--- src/rtl/eq_scale_sequencer_pkg.sv ---
// Shared types and constants for the EQ gain/volume sequencer.
package eq_pkg;

  localparam int AUDIO_W    = 16;
  localparam int POT_W      = 12;
  localparam int ACC_W      = 19;
  localparam int GAIN_SHIFT = 11;
  localparam int NUM_BANDS  = 5;

  typedef enum logic [2:0] {
    IDLE,
    BAND,
    DRAIN,
    VOL,
    DONE
  } eq_seq_state_t;

  typedef enum logic [2:0] {
    BAND_LP,
    BAND_B1,
    BAND_B2,
    BAND_B3,
    BAND_HP
  } eq_band_t;

  function automatic logic signed [AUDIO_W-1:0] sat16(input logic signed [31:0] x);
    if (x > 32'sd32767)
      return 16'sh7fff;
    else if (x < -32'sd32768)
      return 16'sh8000;
    else
      return x[AUDIO_W-1:0];
  endfunction

endpackage

--- src/rtl/eq_scale_sequencer_sat_mult.sv ---
// Shared signed 16x13 multiplier: registered product, arithmetic shift, 16b saturation.
module sat_mult
  import eq_pkg::*;
#(
  parameter int SHIFT = GAIN_SHIFT
) (
  input  logic                      clk,
  input  logic                      rst_n,
  input  logic signed [AUDIO_W-1:0] a,
  input  logic signed [POT_W:0]     b,
  output logic signed [AUDIO_W-1:0] y
);

  localparam int PROD_W = AUDIO_W + POT_W + 1;

  logic signed [PROD_W-1:0] prod_q;
  logic signed [31:0]       scaled;

  always_ff @(posedge clk or negedge rst_n) begin
    if (!rst_n)
      prod_q <= '0;
    else
      prod_q <= PROD_W'(a) * PROD_W'(b);
  end

  // >>> on a signed value floors toward -inf
  assign scaled = 32'(prod_q >>> SHIFT);
  assign y      = sat16(scaled);

endmodule

--- src/rtl/eq_scale_sequencer.sv ---
// Time-multiplexed band gain / volume scaler for the EQ engine, one shared multiplier.
//
// state | meaning
// IDLE  | waiting for filt_vld; capture audio and pots
// BAND  | issue the ten band multiplies (L0..L4, R0..R4)
// DRAIN | last band term lands in the accumulator
// VOL   | volume multiplies: issue L, issue R / load lft_out, load rht_out
// DONE  | out_vld strobe, both outputs valid
module eq_scale_sequencer
  import eq_pkg::*;
#(
  parameter int GAIN_SHIFT = eq_pkg::GAIN_SHIFT
) (
  input  logic                      clk,
  input  logic                      rst_n,
  input  logic                      filt_vld,
  input  logic signed [AUDIO_W-1:0] LP_lft,
  input  logic signed [AUDIO_W-1:0] B1_lft,
  input  logic signed [AUDIO_W-1:0] B2_lft,
  input  logic signed [AUDIO_W-1:0] B3_lft,
  input  logic signed [AUDIO_W-1:0] HP_lft,
  input  logic signed [AUDIO_W-1:0] LP_rht,
  input  logic signed [AUDIO_W-1:0] B1_rht,
  input  logic signed [AUDIO_W-1:0] B2_rht,
  input  logic signed [AUDIO_W-1:0] B3_rht,
  input  logic signed [AUDIO_W-1:0] HP_rht,
  input  logic        [POT_W-1:0]   LP_gain,
  input  logic        [POT_W-1:0]   B1_gain,
  input  logic        [POT_W-1:0]   B2_gain,
  input  logic        [POT_W-1:0]   B3_gain,
  input  logic        [POT_W-1:0]   HP_gain,
  input  logic        [POT_W-1:0]   volume,
  output logic signed [AUDIO_W-1:0] lft_out,
  output logic signed [AUDIO_W-1:0] rht_out,
  output logic                      out_vld,
  output logic                      busy,
  output logic                      ovr
);

  eq_seq_state_t state_q, state_d;
  logic [3:0]    cnt_q, cnt_d;

  logic signed [AUDIO_W-1:0] aud_h [2*NUM_BANDS];
  logic        [POT_W-1:0]   gain_h [NUM_BANDS];
  logic        [POT_W-1:0]   vol_h;
  logic signed [ACC_W-1:0]   acc_l, acc_r;
  logic                      term_vld_q, term_rht_q;

  logic                      capture;
  logic [2:0]                band_idx;
  logic signed [ACC_W-1:0]   acc_sel;
  logic signed [AUDIO_W-1:0] mult_a, mult_y;
  logic signed [POT_W:0]     mult_b;

  assign capture = (state_q == IDLE) && filt_vld;
  assign busy    = (state_q != IDLE);
  assign out_vld = (state_q == DONE);

  always_ff @(posedge clk or negedge rst_n) begin
    if (!rst_n) begin
      state_q <= IDLE;
      cnt_q   <= '0;
    end else begin
      state_q <= state_d;
      cnt_q   <= cnt_d;
    end
  end

  always_comb begin
    state_d = state_q;
    cnt_d   = cnt_q;
    case (state_q)
      IDLE: begin
        if (filt_vld) begin
          state_d = BAND;
          cnt_d   = '0;
        end
      end
      BAND: begin
        if (cnt_q == 4'd9) begin
          state_d = DRAIN;
          cnt_d   = '0;
        end else begin
          cnt_d = cnt_q + 4'd1;
        end
      end
      DRAIN: begin
        state_d = VOL;
        cnt_d   = '0;
      end
      VOL: begin
        if (cnt_q == 4'd2) begin
          state_d = DONE;
          cnt_d   = '0;
        end else begin
          cnt_d = cnt_q + 4'd1;
        end
      end
      DONE:    state_d = IDLE;
      default: state_d = IDLE;
    endcase
  end

  // Operand mux: band slots 0..4 are left, 5..9 right, sharing the five gains
  always_comb begin
    band_idx = (cnt_q >= 4'd5) ? 3'(cnt_q - 4'd5) : cnt_q[2:0];
    acc_sel  = (cnt_q == 4'd0) ? acc_l : acc_r;
    mult_a   = '0;
    mult_b   = '0;
    case (state_q)
      BAND: begin
        mult_a = aud_h[cnt_q];
        mult_b = {1'b0, gain_h[band_idx]};
      end
      VOL: begin
        mult_a = sat16(32'(acc_sel));
        mult_b = {1'b0, vol_h};
      end
      default: ;
    endcase
  end

  sat_mult #(.SHIFT(GAIN_SHIFT)) u_mult (
    .clk   (clk),
    .rst_n (rst_n),
    .a     (mult_a),
    .b     (mult_b),
    .y     (mult_y)
  );

  always_ff @(posedge clk or negedge rst_n) begin
    if (!rst_n) begin
      for (int i = 0; i < 2*NUM_BANDS; i++) aud_h[i] <= '0;
      for (int i = 0; i < NUM_BANDS; i++) gain_h[i] <= '0;
      vol_h      <= '0;
      acc_l      <= '0;
      acc_r      <= '0;
      term_vld_q <= 1'b0;
      term_rht_q <= 1'b0;
      lft_out    <= '0;
      rht_out    <= '0;
      ovr        <= 1'b0;
    end else begin
      term_vld_q <= (state_q == BAND);
      term_rht_q <= (cnt_q >= 4'd5);
      ovr        <= filt_vld && (state_q != IDLE);

      // Product is one cycle behind the issue, so accumulate from the delayed tags
      if (term_vld_q) begin
        if (term_rht_q)
          acc_r <= acc_r + ACC_W'(mult_y);
        else
          acc_l <= acc_l + ACC_W'(mult_y);
      end

      if (state_q == VOL && cnt_q == 4'd1) lft_out <= mult_y;
      if (state_q == VOL && cnt_q == 4'd2) rht_out <= mult_y;

      if (capture) begin
        aud_h[0] <= LP_lft;
        aud_h[1] <= B1_lft;
        aud_h[2] <= B2_lft;
        aud_h[3] <= B3_lft;
        aud_h[4] <= HP_lft;
        aud_h[5] <= LP_rht;
        aud_h[6] <= B1_rht;
        aud_h[7] <= B2_rht;
        aud_h[8] <= B3_rht;
        aud_h[9] <= HP_rht;
        gain_h[BAND_LP] <= LP_gain;
        gain_h[BAND_B1] <= B1_gain;
        gain_h[BAND_B2] <= B2_gain;
        gain_h[BAND_B3] <= B3_gain;
        gain_h[BAND_HP] <= HP_gain;
        vol_h <= volume;
        acc_l <= '0;
        acc_r <= '0;
      end
    end
  end

endmodule

--- config.mk ---
export PLATFORM = sky130hd
export DESIGN_NAME = eq_scale_sequencer
export DESIGN_NICKNAME = d
export VERILOG_FILES = /design/src/rtl/eq_scale_sequencer_pkg.sv /design/src/rtl/eq_scale_sequencer_sat_mult.sv /design/src/rtl/eq_scale_sequencer.sv
export SDC_FILE = /design/constraint.sdc
export NUM_CORES = 1
export LEC_CHECK = 0
export CAP_MARGIN = 20
export CORE_UTILIZATION = 45
export DETAILED_ROUTE_END_ITERATION = 10
export GPL_TIMING_DRIVEN = 0
export PLACE_DENSITY = 0.63
export SYNTH_ARGS = -nofsm -noshare
export SYNTH_HDL_FRONTEND = slang
export SYNTH_HIERARCHICAL = 1
export SYNTH_SLANG_ARGS = --single-unit
--- constraint.sdc ---
create_clock -name clk -period 11.9 [get_ports clk]
set_input_delay 2.38 -clock clk [delete_from_list [all_inputs] [get_ports clk]]
set_output_delay 2.38 -clock clk [all_outputs]
set_load 0.02 [all_outputs]
==> results of run 1 <==
-- cells in the final DEF, fill, tap and decap left out, types with 39 or more instances in the layout --
| master | instances |
|---|---|
| sky130_fd_sc_hd__nand2_1 | 899 |
| sky130_fd_sc_hd__dfrtp_1 | 330 |
| sky130_fd_sc_hd__clkdlybuf4s50_1 | 268 |
| sky130_fd_sc_hd__inv_1 | 218 |
| sky130_fd_sc_hd__fa_1 | 196 |
| sky130_fd_sc_hd__clkbuf_1 | 121 |
| sky130_fd_sc_hd__ha_1 | 108 |
| sky130_fd_sc_hd__nor2_1 | 97 |
| sky130_fd_sc_hd__and2_1 | 92 |
| sky130_fd_sc_hd__a21oi_1 | 83 |
| sky130_fd_sc_hd__o21ai_0 | 49 |
| sky130_fd_sc_hd__mux4_2 | 44 |
| sky130_fd_sc_hd__mux2_2 | 43 |
| sky130_fd_sc_hd__xnor2_1 | 39 |
-- critical path: cells and delay by family (launching register included) --
family	cells	cell delay (ns)
AO/OA/AOI/OAI	6	1.35
XOR/XNOR	1	0.35
adder cells (fa/ha/maj)	8	3.35
buffers and inverters	12	2.79
flip-flops	1	0.37
multiplexers	2	0.93
AND/OR/NAND/NOR	4	0.88
-- cells in the mapped netlist (10+ instances only) --
cell type | number | share of area [%]
sky130_fd_sc_hd__fa_1 | 196 | 16
sky130_fd_sc_hd__a21o_1 | 12 | 0.38
sky130_fd_sc_hd__mux2_2 | 43 | 2.0
sky130_fd_sc_hd__clkbuf_1 | 115 | 1.8
sky130_fd_sc_hd__dfrtp_1 | 330 | 35
sky130_fd_sc_hd__nand3_1 | 32 | 0.67
sky130_fd_sc_hd__xnor2_1 | 39 | 1.4
sky130_fd_sc_hd__inv_1 | 218 | 3.4
sky130_fd_sc_hd__xor2_1 | 13 | 0.48
sky130_fd_sc_hd__mux2i_1 | 28 | 1.2
sky130_fd_sc_hd__a22o_1 | 15 | 0.55
sky130_fd_sc_hd__o21ai_1 | 16 | 0.34
sky130_fd_sc_hd__mux4_2 | 44 | 4.2
sky130_fd_sc_hd__a211oi_1 | 12 | 0.38
sky130_fd_sc_hd__and2_1 | 92 | 2.4
sky130_fd_sc_hd__ha_1 | 108 | 5.7
sky130_fd_sc_hd__nand2_1 | 899 | 14
sky130_fd_sc_hd__nand2b_1 | 14 | 0.37
sky130_fd_sc_hd__a222oi_1 | 12 | 0.50
sky130_fd_sc_hd__o22ai_1 | 10 | 0.26
sky130_fd_sc_hd__and3_1 | 10 | 0.26
sky130_fd_sc_hd__nor2_1 | 97 | 1.5
sky130_fd_sc_hd__a22oi_1 | 10 | 0.31
sky130_fd_sc_hd__o21ai_0 | 49 | 1.0
sky130_fd_sc_hd__a21oi_1 | 83 | 1.7
-- flip-flops by register name, indices dropped and copies added, names as in the netlist --
| name | count |
|---|---|
| aud_h | 160 |
| gain_h | 60 |
| acc_l | 19 |
| acc_r | 19 |
| u_mult/prod_q | 18 |
| lft_out | 16 |
| rht_out | 16 |
| vol_h | 12 |
| cnt_q | 4 |
| state_q | 3 |
| ovr | 1 |
| term_rht_q | 1 |
| term_vld_q | 1 |
-- per-stage QoR --
step / std cells / area (µm²) / utilization, % / hold slack, ns
floorplan: 2617 / 23900 / - / 0.440
global placement: 3574 / 27400 / 52.3 / 0.453
detailed placement: 3576 / 27500 / 52.4 / 0.459
CTS: 3644 / 28700 / 54.8 / 0.474
global route: 3644 / 28700 / 54.8 / 0.484
finish: 3644 / 28700 / 54.8 / 0.473
-- worst max path at each step --
stage,from,end,slack [ns],depth (start not counted)
3_3_place_gp,rst_n,vol_h[0]$_DFFE_PN0P_,-5.94,1
3_5_place_dp,cnt_q[0]$_DFFE_PN0P_,u_mult/prod_q[27]$_DFF_PN0_,1.63,33
6_report,cnt_q[0]$_DFFE_PN0P_,u_mult/prod_q[27]$_DFF_PN0_,1.71,33
5_1_grt,cnt_q[0]$_DFFE_PN0P_,u_mult/prod_q[27]$_DFF_PN0_,1.18,31
4_1_cts,cnt_q[0]$_DFFE_PN0P_,u_mult/prod_q[27]$_DFF_PN0_,1.56,33
2_1_floorplan,cnt_q[0]$_DFFE_PN0P_,u_mult/prod_q[23]$_DFF_PN0_,3.71,31
-- per-layer routing --
metal	GRT usage, %	routed length [µm]	up-vias
met1	37.2	30600	9843
met2	46.1	35700	657
met4	8.00	2020	0
met3	3.73	4270	114
met5	0	0	-
li1	-	-	9012
-- logic make-up after synthesis --
group | synth area share, %
AO/OA/AOI/OAI | 7.63
multiplexers | 7.36
XOR/XNOR | 1.98
flip-flops | 34.6
adder cells (fa/ha/maj) | 22.1
other | 0.0157
AND/OR/NAND/NOR | 20.5
buffers and inverters | 5.79
-- layout make-up --
type / count / area (µm²)
tap: 688 / 861
inverter: 218 / 818
fill: 4818 / 23700
clock buffer: 52 / 1080
clock inverter: 16 / 161
timing repair buffer: 271 / 2750
multi-input combinational: 1935 / 14200
sequential: 330 / 8260
buffer: 134 / 562
==> impl_metrics.json, run 1 <==
{
  "status": "complete, no violations",
  "critical-path-top-cell-by-count": "sky130_fd_sc_hd__inv_1",
  "io_pins": 270,
  "holdCritPathClass": "register to register",
  "worstPathRequired_ns": 12.33,
  "critical_path.startpoint_type": "register",
  "timing.final.setup_violations": 0,
  "cts_hold_buffers": 0,
  "post_cts.repair.setup_buffers": 0,
  "tritoncts_clock_tree": "yes",
  "routed_wire_length_per_instance_um": 19.9,
  "clock_tree.root_cell": "sky130_fd_sc_hd__clkbuf_16",
  "synth_enable_flop_cells": 0,
  "clockBufferDepth": 3,
  "clock_skew_ns": 0.0262,
  "ctsResizeCount": 0,
  "worst_hold_startpoint": "gain_h[14]$_DFFE_PN0P_",
  "critPathArrivalTime_ns": 10.61,
  "place.gp.congestion": 0.954,
  "synthArstFlopShare_pct": 100,
  "finalHoldViolCount": 0,
  "coreArea_mm2": 0.0524,
  "post-route-worst-setup-slack_ns": 1.71,
  "worst-r2r-setup-slack_ns": 1.71,
  "critical-path-max-stage-delay_ns": 0.59,
  "grt_antenna_before_repair": 2,
  "rsz_0062_raised_after_global_routing": "false",
  "cts-buffers-inserted": 38,
  "ys_seq_elements": 330,
  "netlist_area_mm2": 0.0238,
  "max_freq_ghz": 0.0981,
  "min_path_cells": 2,
  "die_x_um": 232,
  "layout.nets": 3467,
  "drt_first_iter_violations": 1536,
  "route.detailed.vias_per_inst": 5.39,
  "h-tree-depth": 2,
  "worstSetupPathType": "register to register",
  "worst_slew_margin_rel_pct": 29.4,
  "maxCapViolations": 0,
  "layout-area-overhead-vs-synth_pct": 20.4,
  "place.detailed.hpwl_um": 57500,
  "postSynthCellCount": 2613,
  "syn-mean-instance-area_um2": 9.13,
  "r2r_end": "u_mult/prod_q[27]$_DFF_PN0_",
  "timing.critical_path.fanout_max": 10,
  "via_count_of_the_first_global_routing_pass": 20200,
  "worst_setup_hold_path_clk_slew_ns": 0.06,
  "routed-via-count": 19600,
  "period_share_pct": 85.6,
  "first_pass_iters": 6,
  "fp.dieArea_mm2": 0.0539,
  "holdPathEnd": "gain_h[14]$_DFFE_PN0P_",
  "insertion_delay_to_the_later_sink_of_the_worst_skew_pair_ns": 0.57,
  "layout-drive-gt1-share_pct": 6.36,
  "preCtsSetupSlack_ns": 1.63,
  "r2r-start": "cnt_q[0]$_DFFE_PN0P_",
  "number_of_distinct_library_cells_after_synthesis": 71,
  "yosysSeqAreaShare_pct": 34.6,
  "clkSinkCount": 330,
  "synth-warning-count": 6,
  "std_cell_rows": 84,
  "n_antenna_cell": 0,
  "setup_tns_ns": 0,
  "die_h_um": 232,
  "remaining_number_of_nets_flagged_by_the_antenna_check_after_routing": 0,
  "initial_utilization_pct": 45.5,
  "timing.critical_path.to_type": "register",
  "finalCriticalPeriod_ns": 10.19,
  "placement.io_buffers": 269,
  "overflow": 0,
  "postRouteWirelength_um": 72500,
  "track_usage_pct": 27.5,
  "wire_length_of_the_first_global_routing_pass_um": 113000,
  "reg2regPathDepth": 33,
  "grt_start_max_net_pins": 123,
  "worst-slew-pin-transition_ns": 1.06,
  "drv_slew": 0,
  "synth_ff_type": "sky130_fd_sc_hd__dfrtp_1",
  "timing.critical_path.slowest_stage_cell": "sky130_fd_sc_hd__clkbuf_1",
  "drcViolationCount": 0
}
Power of run 1 is not shown: default switching activity piles up to over one toggle a cycle in this logic, so the estimate is an artifact.
==> run 2: changes to the inputs <==
CELL_PAD_IN_SITES_DETAIL_PLACEMENT = 0   (was not set)
CELL_PAD_IN_SITES_GLOBAL_PLACEMENT = 1   (was not set)
CORE_UTILIZATION = 44   (was 45)
PLACE_DENSITY = 0.78   (was 0.63)
==> run 2 against run 1 <==
Critical path depth unchanged. Global-route usage down 0.87 points. First-iteration DRC count down 13%. Die area up 2.3%. Count of clock-buffer cells in the layout up 6. Non-clock buffer count up 1. Flip-flop and latch count unchanged. Routed wire length up 0.13%. Cell count about the same. Fmax up 0.46%. Hold slack worse by 0.0034 ns.
==> impl_metrics.json, run 2 (synthesized netlist as in run 1, its figures left out) <==
{
  "status": "complete, no violations",
  "rsz_0062_raised_after_global_routing": "false",
  "critical-path-top-cell-by-count": "sky130_fd_sc_hd__inv_1",
  "standard_cell_area_after_detailed_placement_mm2": 0.0275,
  "worst_hold_startpoint": "aud_h[62]$_DFFE_PN0P_",
  "cts_hold_buffers": 0,
  "die_x_um": 235,
  "finalHoldViolCount": 0,
  "timing.critical_path.to_type": "register",
  "routed_wire_length_per_instance_um": 19.9,
  "worstSetupStartpoint": "cnt_q[0]$_DFFE_PN0P_",
  "placement.io_buffers": 269,
  "layout_common_cells": "sky130_fd_sc_hd__nand2_1, sky130_fd_sc_hd__dfrtp_1, sky130_fd_sc_hd__clkdlybuf4s50_1",
  "worst-slew-pin-transition_ns": 1.05,
  "numPlacedInstances": 3577,
  "critical-path-max-stage-delay_ns": 0.60,
  "fin_worst_hold_slack_ns": 0.470,
  "place.detailed.hpwl_um": 57600,
  "drt_first_iter_violations": 1339,
  "layout-area-overhead-vs-synth_pct": 20.5,
  "drv_slew": 0,
  "clockBufferDepth": 3,
  "layout.core_utilization_pct": 54.2,
  "cts-buffers-inserted": 38,
  "h-tree-depth": 2,
  "timing.critical_path.fanout_max": 10,
  "tritoncts_clock_tree": "yes",
  "fp.dieArea_mm2": 0.0551,
  "critPathArrivalTime_ns": 10.53,
  "grt_start_max_net_pins": 115,
  "critical_path.startpoint_type": "register",
  "max_freq_ghz": 0.0986,
  "finalCriticalPeriod_ns": 10.14,
  "finalInstanceArea_mm2": 0.0287,
  "registers.top_by_ff_count": "aud_h",
  "holdCritPathClass": "register to register",
  "drcViolationCount": 0,
  "route.detailed.vias_per_inst": 5.34,
  "worst_setup_hold_path_clk_slew_ns": 0.06,
  "worstPathRequired_ns": 12.29,
  "place.gp.congestion": 0.931,
  "first_pass_iters": 7,
  "coreArea_mm2": 0.0531,
  "clock_tree.root_cell": "sky130_fd_sc_hd__clkbuf_16",
  "layout.nets": 3468,
  "initial_utilization_pct": 44.9,
  "worstSetupPathType": "register to register",
  "wire_length_of_the_first_global_routing_pass_um": 113000,
  "routed-via-count": 19500,
  "via_count_of_the_first_global_routing_pass": 19900,
  "die_h_um": 235,
  "ctsResizeCount": 0,
  "clock_skew_ns": 0.0220,
  "std_cell_rows": 84,
  "overflow": 0,
  "clkSinkCount": 330,
  "track_usage_pct": 26.7,
  "largest_reg_flops": 160,
  "post_cts.repair.setup_buffers": 0,
  "layout-drive-gt1-share_pct": 6.22,
  "grt_antenna_before_repair": 4,
  "timing.critical_path.slowest_stage_cell": "sky130_fd_sc_hd__clkbuf_1",
  "final_common_cell": "sky130_fd_sc_hd__nand2_1",
  "insertion_delay_to_the_later_sink_of_the_worst_skew_pair_ns": 0.57,
  "worst_slew_margin_rel_pct": 30.2,
  "maxCapViolations": 0,
  "io_pins": 270,
  "final-instance-count-excl-fill": 3646,
  "period_share_pct": 85.2,
  "postRouteWirelength_um": 72600,
  "timing.final.setup_violations": 0,
  "largestRegisters": "aud_h (160), gain_h (60)",
  "r2r-start": "cnt_q[0]$_DFFE_PN0P_",
  "remaining_number_of_nets_flagged_by_the_antenna_check_after_routing": 0
}
## run 2: changes by cell type in the layout (fill, tap and decap cells not counted), sizes merged
cell    before  now
buf         21   22
diode        0    1
clkinv      10    4
clkbuf     167  173
## run 2: through the flow
stage	setup TNS, ns	worst slack, ns
after floorplan	0	3.71
after global routing	0	1.32
after global placement	-1892.12	-5.81
after detailed placement	0	1.78
after CTS	0	1.75
final	0	1.76
## run 2: critical path, delay by kind of cell (launching register included)
kind                       cells  cell delay (ns)
xor gates and xnor gates       1             0.44
AOI/OAI and AO/OA              6             1.29
muxes                          2             0.90
adders and majority gates      8             3.31
DFF                            1             0.38
and+or+nand+nor                4             0.87
buffers and inverters         12             2.75
## run 2: worst paths after layout
check	cells past startpoint	end	slack, ns
worst max-delay path	33	u_mult/prod_q[27]$_DFF_PN0_	1.76
worst min-delay path	2	aud_h[62]$_DFFE_PN0P_	0.47
worst max register to register	33	u_mult/prod_q[27]$_DFF_PN0_	1.76
worst min register to register	2	aud_h[62]$_DFFE_PN0P_	0.47
max in group asynchronous	4	vol_h[4]$_DFFE_PN0P_	8.41
min in group asynchronous	1	rht_out[14]$_DFFE_PN0P_	1.69
## run 2: metal layers
metal | up-vias | share of wire, % | GRT usage (%) | wire, µm
li1 | 9013 | - | - | -
met1 | 9715 | 42 | 35.9 | 30800
met2 | 614 | 48 | 43.9 | 34900
met3 | 135 | 6.0 | 3.95 | 4360
met4 | 2 | 3.5 | 9.53 | 2560
met5 | - | 0.018 | 0 | 13
## run 2: final cells by class
cell class	count	area, µm²
inverters	218	818
fillers	4830	24300
repair buffers	272	2780
plain buffers	134	562
well taps	688	861
clock buffers	58	1120
diodes	1	2.50
multi-input cells	1935	14200
flip-flops and latches	330	8260
clock inverters	10	125
Power of run 2 is left out for the same reason.
